File: src/rtl/overlay_pkg.sv
// Shared types and constants for the overlay mixer: fade state encoding,
// full-scale alpha weight and packed RGB width.
package overlay_pkg;

   typedef enum logic [1:0] {
      HIDDEN   = 2'd0,
      FADE_IN  = 2'd1,
      SHOWN    = 2'd2,
      FADE_OUT = 2'd3
   } ovl_state_e;

   localparam logic [2:0] ALPHA_MAX = 3'd4;
   localparam int         RGB_W     = 6;

endpackage

File: src/rtl/overlay_blend_channel.sv
// One 2-bit colour channel blend: y = floor((o*a + b*(4-a)) / 4), a in 0..4.
module overlay_blend_channel
   import overlay_pkg::*;
(
   input  logic [1:0] o,
   input  logic [1:0] b,
   input  logic [2:0] a,
   output logic [1:0] y
);

   logic [3:0] m;

   // 3*4 = 12 is the largest weighted sum, so 4 bits never overflow
   always_comb m = 4'(o) * 4'(a) + 4'(b) * (4'(ALPHA_MAX) - 4'(a));

   assign y = 2'(m >> 2);

endmodule

File: src/rtl/overlay_mixer.sv
// Final VGA pixel stage: alpha-blends the overlay over the background with a
// frame-timed fade, and registers RGB together with both syncs.
//
//   state    | meaning
//   HIDDEN   | overlay invisible, alpha = 0
//   FADE_IN  | alpha steps up by one every STEP_FRAMES frame ticks
//   SHOWN    | overlay fully opaque, alpha = 4
//   FADE_OUT | alpha steps down by one every STEP_FRAMES frame ticks
module overlay_mixer
   import overlay_pkg::*;
#(
   parameter int STEP_FRAMES      = 8,
   parameter bit VSYNC_ACTIVE_LOW = 1'b1
) (
   input  logic             clk,
   input  logic             rst_n,
   input  logic [RGB_W-1:0] bg_rgb,
   input  logic [RGB_W-1:0] overlay_rgb,
   input  logic             overlay_active,
   input  logic             frame_active,
   input  logic             hsync_in,
   input  logic             vsync_in,
   input  logic             overlay_en,
   output logic [RGB_W-1:0] rgb_out,
   output logic             hsync_out,
   output logic             vsync_out,
   output logic [2:0]       alpha,
   output logic             fading
);

   localparam logic       VS_IDLE   = VSYNC_ACTIVE_LOW;
   localparam logic [7:0] STEP_LAST = 8'(STEP_FRAMES - 1);

   ovl_state_e       state_q, state_d;
   logic [2:0]       alpha_q, alpha_d;
   logic [7:0]       cnt_q, cnt_d;
   logic             vs_prev_q;
   logic             tick;
   logic             step;
   logic [RGB_W-1:0] mix;

   // vsync_out is the first stage of the edge detector, vs_prev_q the second
   assign tick = (vsync_out != VS_IDLE) && (vs_prev_q == VS_IDLE);
   assign step = tick && (cnt_q == STEP_LAST);

   always_comb begin
      state_d = state_q;
      alpha_d = alpha_q;
      cnt_d   = cnt_q;
      unique case (state_q)
         HIDDEN: begin
            if (overlay_en) state_d = FADE_IN;
         end
         FADE_IN: begin
            if (!overlay_en)              state_d = FADE_OUT;
            else if (alpha_q >= ALPHA_MAX) state_d = SHOWN;
            else if (step) begin
               alpha_d = alpha_q + 3'd1;
               cnt_d   = '0;
            end else if (tick) cnt_d = cnt_q + 8'd1;
         end
         SHOWN: begin
            if (!overlay_en) state_d = FADE_OUT;
         end
         FADE_OUT: begin
            if (overlay_en)         state_d = FADE_IN;
            else if (alpha_q == '0) state_d = HIDDEN;
            else if (step) begin
               alpha_d = alpha_q - 3'd1;
               cnt_d   = '0;
            end else if (tick) cnt_d = cnt_q + 8'd1;
         end
         default: state_d = HIDDEN;
      endcase
      // a state change overrides any coincident tick, so no step is taken
      if (state_d != state_q) cnt_d = '0;
   end

   overlay_blend_channel u_blend_r (
      .o (overlay_rgb[5:4]), .b (bg_rgb[5:4]), .a (alpha_q), .y (mix[5:4])
   );
   overlay_blend_channel u_blend_g (
      .o (overlay_rgb[3:2]), .b (bg_rgb[3:2]), .a (alpha_q), .y (mix[3:2])
   );
   overlay_blend_channel u_blend_b (
      .o (overlay_rgb[1:0]), .b (bg_rgb[1:0]), .a (alpha_q), .y (mix[1:0])
   );

   always_ff @(posedge clk) begin
      if (!rst_n) begin
         state_q   <= HIDDEN;
         alpha_q   <= '0;
         cnt_q     <= '0;
         rgb_out   <= '0;
         hsync_out <= 1'b1;
         vsync_out <= VS_IDLE;
         vs_prev_q <= VS_IDLE;
      end else begin
         state_q   <= state_d;
         alpha_q   <= alpha_d;
         cnt_q     <= cnt_d;
         hsync_out <= hsync_in;
         vsync_out <= vsync_in;
         vs_prev_q <= vsync_out;
         if (!frame_active)        rgb_out <= '0;
         else if (!overlay_active) rgb_out <= bg_rgb;
         else                      rgb_out <= mix;
      end
   end

   assign alpha  = alpha_q;
   assign fading = (state_q == FADE_IN) || (state_q == FADE_OUT);

endmodule

File: config.mk
export PLATFORM = sky130hd
export DESIGN_NAME = overlay_mixer
export DESIGN_NICKNAME = d
export VERILOG_FILES = /design/src/rtl/overlay_pkg.sv /design/src/rtl/overlay_blend_channel.sv /design/src/rtl/overlay_mixer.sv
export SDC_FILE = /design/constraint.sdc
export NUM_CORES = 1
export LEC_CHECK = 0
export CORE_ASPECT_RATIO = 1.2
export CORE_MARGIN = 8
export CORE_UTILIZATION = 50
export DETAILED_ROUTE_END_ITERATION = 8
export PLACE_DENSITY_LB_ADDON = 0.25
export SLEW_MARGIN = 25
export SYNTH_ARGS = -nofsm -noshare
export SYNTH_HDL_FRONTEND = slang
export SYNTH_SLANG_ARGS = --single-unit
File: constraint.sdc
create_clock -name clk -period 11.55 [get_ports clk]
set_input_delay 2.31 -clock clk [delete_from_list [all_inputs] [get_ports clk]]
set_output_delay 2.31 -clock clk [all_outputs]
set_load 0.02 [all_outputs]
Word-level counts from Yosys, hierarchy flattened
Cells that the tools add are included.

Add/sub/neg operators: 7. Multiply operators: 6. Magnitude comparators: 1. Equal/unequal tests: 11. Mux-type cells: 22. Bitwise gates (word level): 2. Reductions and logical operators: 10.

Operator list (count): 2-to-1 mux 8 bit (6); 2-to-1 mux 3 bit (6); one-hot mux 8 bit (2 select lines) (1); adder 4 bit (3); multiplier 2 x 3 -> 4 bit (3); multiplier 2 x 4 -> 4 bit (3); 2-to-1 mux 2 bit (6); inequality test 2 bit, second input constant (6); adder 8 x 1 -> 8 bit, second input constant (1); equality test 8 x 3 -> 1 bit, second input constant (1); one-hot mux 2 bit (4 select lines) (1); AND reduction 7 bit (1); 2-to-1 mux 6 bit (1); one-hot mux 3 bit (2 select lines) (1); AND reduction 5 bit (1); equality test 2 bit, second input constant (2); subtractor 3 x 3 -> 4 bit, first input constant (1); adder 3 x 1 -> 3 bit, second input constant (1); >= comparator 3 bit, second input constant (1); logical NOT 3 bit (1); subtractor 3 x 1 -> 3 bit, second input constant (1); equality test 2 x 1 -> 1 bit, second input constant (1); logical AND 1 bit (2); logical NOT 2 bit (1); other kinds (6) (7).

Bits in registers: 22. Input port bits: 19. Output and inout port bits: 12. Logic and storage cells: 66.

Longest topological paths before layout
Word-level depth: 7. Depth in mapped cells: 14. Mapped depth without buffers: 13.

Cells and area by module
A second synthesis with hierarchy kept.

Cells, all modules: 205. Area, all modules: 1858.0 µm².

By module, submodules not included: overlay_mixer (times used 1, cells an instance 121, area an instance 1148.6 µm², sequential area each 440.4 µm²); overlay_blend_channel (times used 3, cells an instance 28, area an instance 236.5 µm², sequential area each 0.0 µm²).

Least setup slack after synthesis
Ideal clock, no wire load.

Path kind: input port to flip-flop. Start point: in bg_rgb[1]. End point: reg rgb_out[1]. Setup time: 0.063 ns. Arrival time: 4.626 ns. Data required time: 11.487 ns. Slack: 6.861 ns. Stages on the path: 10. Buffers on the path: 0. Path through: nand2_1 -> fa_1 -> inv_1 -> fa_1 -> inv_1 -> fa_1 -> xnor2_1 -> xnor3_1 -> a211oi_1 -> nand3b_1.

Cells in the longest elaborated chain, start to end: 3.

RTL lines: start: declaration (RTL line overlay_mixer.sv:17) `input logic [RGB_W-1:0] bg_rgb,`; multiplier 2 x 4 -> 4 bit (RTL line overlay_blend_channel.sv:14) `always_comb m = 4'(o) * 4'(a) + 4'(b) * (4'(ALPHA_MAX) - 4'(a));`; adder 4 bit (RTL line overlay_blend_channel.sv:14); 2-to-1 mux 6 bit * (RTL line overlay_mixer.sv:106) `else if (!overlay_active) rgb_out <= bg_rgb;`; end signal: assignment (RTL line overlay_mixer.sv:106); end signal: assignment (RTL line overlay_mixer.sv:107) `else rgb_out <= mix;`; end: declaration (RTL line overlay_mixer.sv:24) `output logic [RGB_W-1:0] rgb_out,`.

Every way passes the cells marked *; elsewhere a longest branch is shown, timed or not. A chain may end at the register's enable or synchronous reset.

Worst setup path in the final report
Ends and elaborated chain as after synthesis.

==> summary.json <==
{
  "synth.lib_cells_used.distinct": 36,
  "initial_utilization_pct": 52.6,
  "globalRoute.totalOverflow": 0,
  "place.detailed.hpwl_um": 3260,
  "clock_insertion_delay_worst_skew_ns": 0.26,
  "tns_ns": 0,
  "worst_hold_path_type": "reg2reg",
  "cts-root-to-sink-buffers": 2,
  "num_antenna_cells": 0,
  "setup_crit_start": "bg_rgb[1]",
  "synth-xor-area-share_pct": 9.34,
  "post_synth_inst_count": 197,
  "worst-endpoint-required_ns": 11.75,
  "globalplace.congestion": 0.797,
  "wl_per_cell_um": 15.3,
  "crit_path_max_fanout": 4,
  "antenna_found_initial": 0,
  "reg2regPathDepth": 13,
  "worst_setup_hold_path_clk_slew_ns": 0.07,
  "final_critical_delay_including_setup_and_external_delays_ns": 5.15,
  "grt_max_degree": 17,
  "worst_setup_skew_after_layout_ns": 0.00295,
  "synth_top_family_by_area": "simple AND/OR/NAND/NOR gates",
  "synth.cell_area_sq_mm": 0.00176,
  "synth-compound-area-share_pct": 11.5,
  "power.clock.fraction_pct": 30.2,
  "final_hold_violations": 0,
  "chipHeight_um": 80.9,
  "r2r-start": "alpha[0]$_SDFFE_PN0P_",
  "post_cts.resized_instances": 0,
  "synth.ff_latch_count": 22,
  "clock.fmax_mhz": 194,
  "placement.io_buffers": 30,
  "slew_headroom_pct": 64.7,
  "synth_fa_ha_area_share_pct": 19.1,
  "total_routed_length_um": 3980,
  "async_reset_ff_share_pct": 0,
  "crit_slowest_cell": "sky130_fd_sc_hd__fa_1",
  "critical_path.max_stage_delay_ns": 0.55,
  "finalSetupViolations": 0,
  "placedCellCount": 256,
  "commonest_non_fill_non_tap_cell_in_the_layout": "sky130_fd_sc_hd__clkdlybuf4s50_1",
  "die_area_sq_mm": 0.00567,
  "mostFrequentLayoutCells": "30 x sky130_fd_sc_hd__clkdlybuf4s50_1, 22 x sky130_fd_sc_hd__dfxtp_1, 19 x sky130_fd_sc_hd__inv_1",
  "sequentialPowerShare_pct": 51.6,
  "synth_simple_gate_area_share_pct": 27.4,
  "nNetsFinal": 262,
  "cts_inserted_buffers": 3,
  "netlist.area_leader.share_pct": 25.1,
  "netSwitchingFraction_pct": 25.1,
  "global_route_usage_over_all_layers_pct": 14.7,
  "final_core_density_pct": 63.0,
  "num_vias": 1511,
  "drt-pass1-iter-count": 4,
  "post-synth-top-area-cell": "sky130_fd_sc_hd__dfxtp_1",
  "syn_nets": 235,
  "areaGrowthSynthToFinish_pct": 19.8,
  "core.rowCount": 23,
  "horizontal_die_dimension_um": 70.1,
  "power.static_leakage_nw": 0.808,
  "ir_drop_mv": 0.0629,
  "detail_route.drc_violations": 0,
  "io_pins": 31,
  "core_region_area_sq_mm": 0.00334,
  "layout.cells.non_filler": 259,
  "p_switching_mw": 0.0388,
  "clk_root_buf": "sky130_fd_sc_hd__clkbuf_8",
  "cp_common_cell": "sky130_fd_sc_hd__fa_1",
  "synth_enable_flop_cells": 0,
  "holdPathStages": 1,
  "post_synth_main_area_contributors": "sky130_fd_sc_hd__dfxtp_1 25%, sky130_fd_sc_hd__fa_1 15%, sky130_fd_sc_hd__ha_1 4.3%",
  "hp-start": "vsync_out$_SDFF_PN1_",
  "syn_warnings": 0,
  "rsz0062_at_grt": "no",
  "post_synth_mux_area_share_pct": 1.14,
  "critical_path_class": "in2reg",
  "status": "complete, no violations",
  "p_per_area_mw_per_mm2": 73.5,
  "postCtsSetupBuffers": 0,
  "crit_chain": "clkdlybuf4s50_1 -> nand2_1 -> fa_1 -> inv_1 -> fa_1 -> inv_1 -> fa_1 -> xnor2_1 -> xnor3_1 -> a211oi_1 -> nand3b_1",
  "postSynth.topFlopCell": "sky130_fd_sc_hd__dfxtp_1",
  "hold_slack_ns": 0.472,
  "drtAntennaViolNets": 0,
  "final_max_slew_viol_count": 0,
  "clock_tree_from_tritoncts": "built",
  "finalPower_mw": 0.155,
  "final_min_period_over_clock_period_pct": 44.6,
  "max-cap-violations": 0,
  "worst_setup_path_start_kind": "input port",
  "p_comb_share_pct": 18.2,
  "vias_per_cell": 5.83,
  "postSynthAreaPerCell_sq_um": 8.91,
  "htree_num_levels": 1,
  "worst-endpoint-arrival_ns": 5.34,
  "layout-drive-gt1-share_pct": 4.50,
  "cts.hold.buffers_added": 0,
  "seq_area_frac_synth_pct": 25.1,
  "worstSetupEndpointType": "flop",
  "numClockSinks": 22,
  "detailedRoute.firstIterationViolations": 104,
  "grt_pass1_vias": 1546,
  "global_route_wire_length_before_repair_um": 6910,
  "worst_slew_pin_slew_ns": 0.529,
  "power_report.internal_total_mw": 0.116
}
-- power by group through the flow --
stage	registers (mW)	logic (mW)	clock network, mW
after floorplan	0.0821	0.0142	0
after global placement	0.0813	0.0273	0
after detailed placement	0.0815	0.0282	0
after CTS	0.0797	0.0283	0.0473
after global routing	0.0801	0.0309	0.0504
final	0.0797	0.0281	0.0467
-- cell usage after synthesis (all sizes together), types with 5 or more instances --
master  count
nand3       6
xor2        5
xnor2       6
o21ai       8
nand2b      9
clkbuf      5
a21oi      10
inv        19
ha          6
nor2       10
dfxtp      22
nand2      18
nand4       6
and2        9
fa         13
-- critical path, delay by kind of cell --
kind                     cells  cell delay [ns]
adder cells (fa/ha/maj)      3             1.52
buffers and inverters        3             0.64
XOR/XNOR                     2             0.42
AND/OR/NAND/NOR              2             0.25
AO/OA/AOI/OAI                1             0.20
-- sequential cells by signal, summed over array words and instances, names as in the netlist --
register / cells
alpha: 3
hsync_out: 1
cnt_q: 8
state_q: 2
rgb_out: 6
vsync_out: 1
vs_prev_q: 1
-- area by class of cell --
cell class / count / area [sq um]
inverter: 19 / 71.3
fill: 300 / 1230
timing repair buffer: 30 / 300
clock buffer: 3 / 41.3
sequential: 22 / 440
multi-input combinational: 148 / 1200
tap: 37 / 46.3
-- kinds of logic (layout without fill, tap and decap cells) --
logic type	after synthesis	after routing
multiplexers	2	2
XOR/XNOR	14	14
AO/OA/AOI/OAI	31	31
flip-flops	22	22
AND/OR/NAND/NOR	82	82
adder cells (fa/ha/maj)	19	19
buffers and inverters	27	52
-- metrics by stage --
stage	area, sq um	worst slack, ns
6_report	2100	6.40
5_1_grt	2100	6.22
4_1_cts	2100	6.38
2_1_floorplan	1760	6.86
3_3_place_gp	2060	6.17
3_5_place_dp	2060	6.11
-- path summary, 6_finish.rpt --
check                          end  slack, ns
max reg2reg  rgb_out[1]$_SDFF_PN0_       7.49
min reg2reg   vs_prev_q$_SDFF_PN1_       0.47
max          rgb_out[1]$_SDFF_PN0_       6.40
min           vs_prev_q$_SDFF_PN1_       0.47
-- routing by layer --
| metal | GRT usage, % | up-vias | part of all wire (%) |
|---|---|---|---|
| li1 | - | 726 | - |
| met1 | 16.0 | 729 | 42 |
| met2 | 27.4 | 45 | 52 |
| met3 | 1.58 | 11 | 3.2 |
| met4 | 7.85 | 0 | 2.6 |
| met5 | 0 | - | 0 |
(Power assumes the default switching activity.)
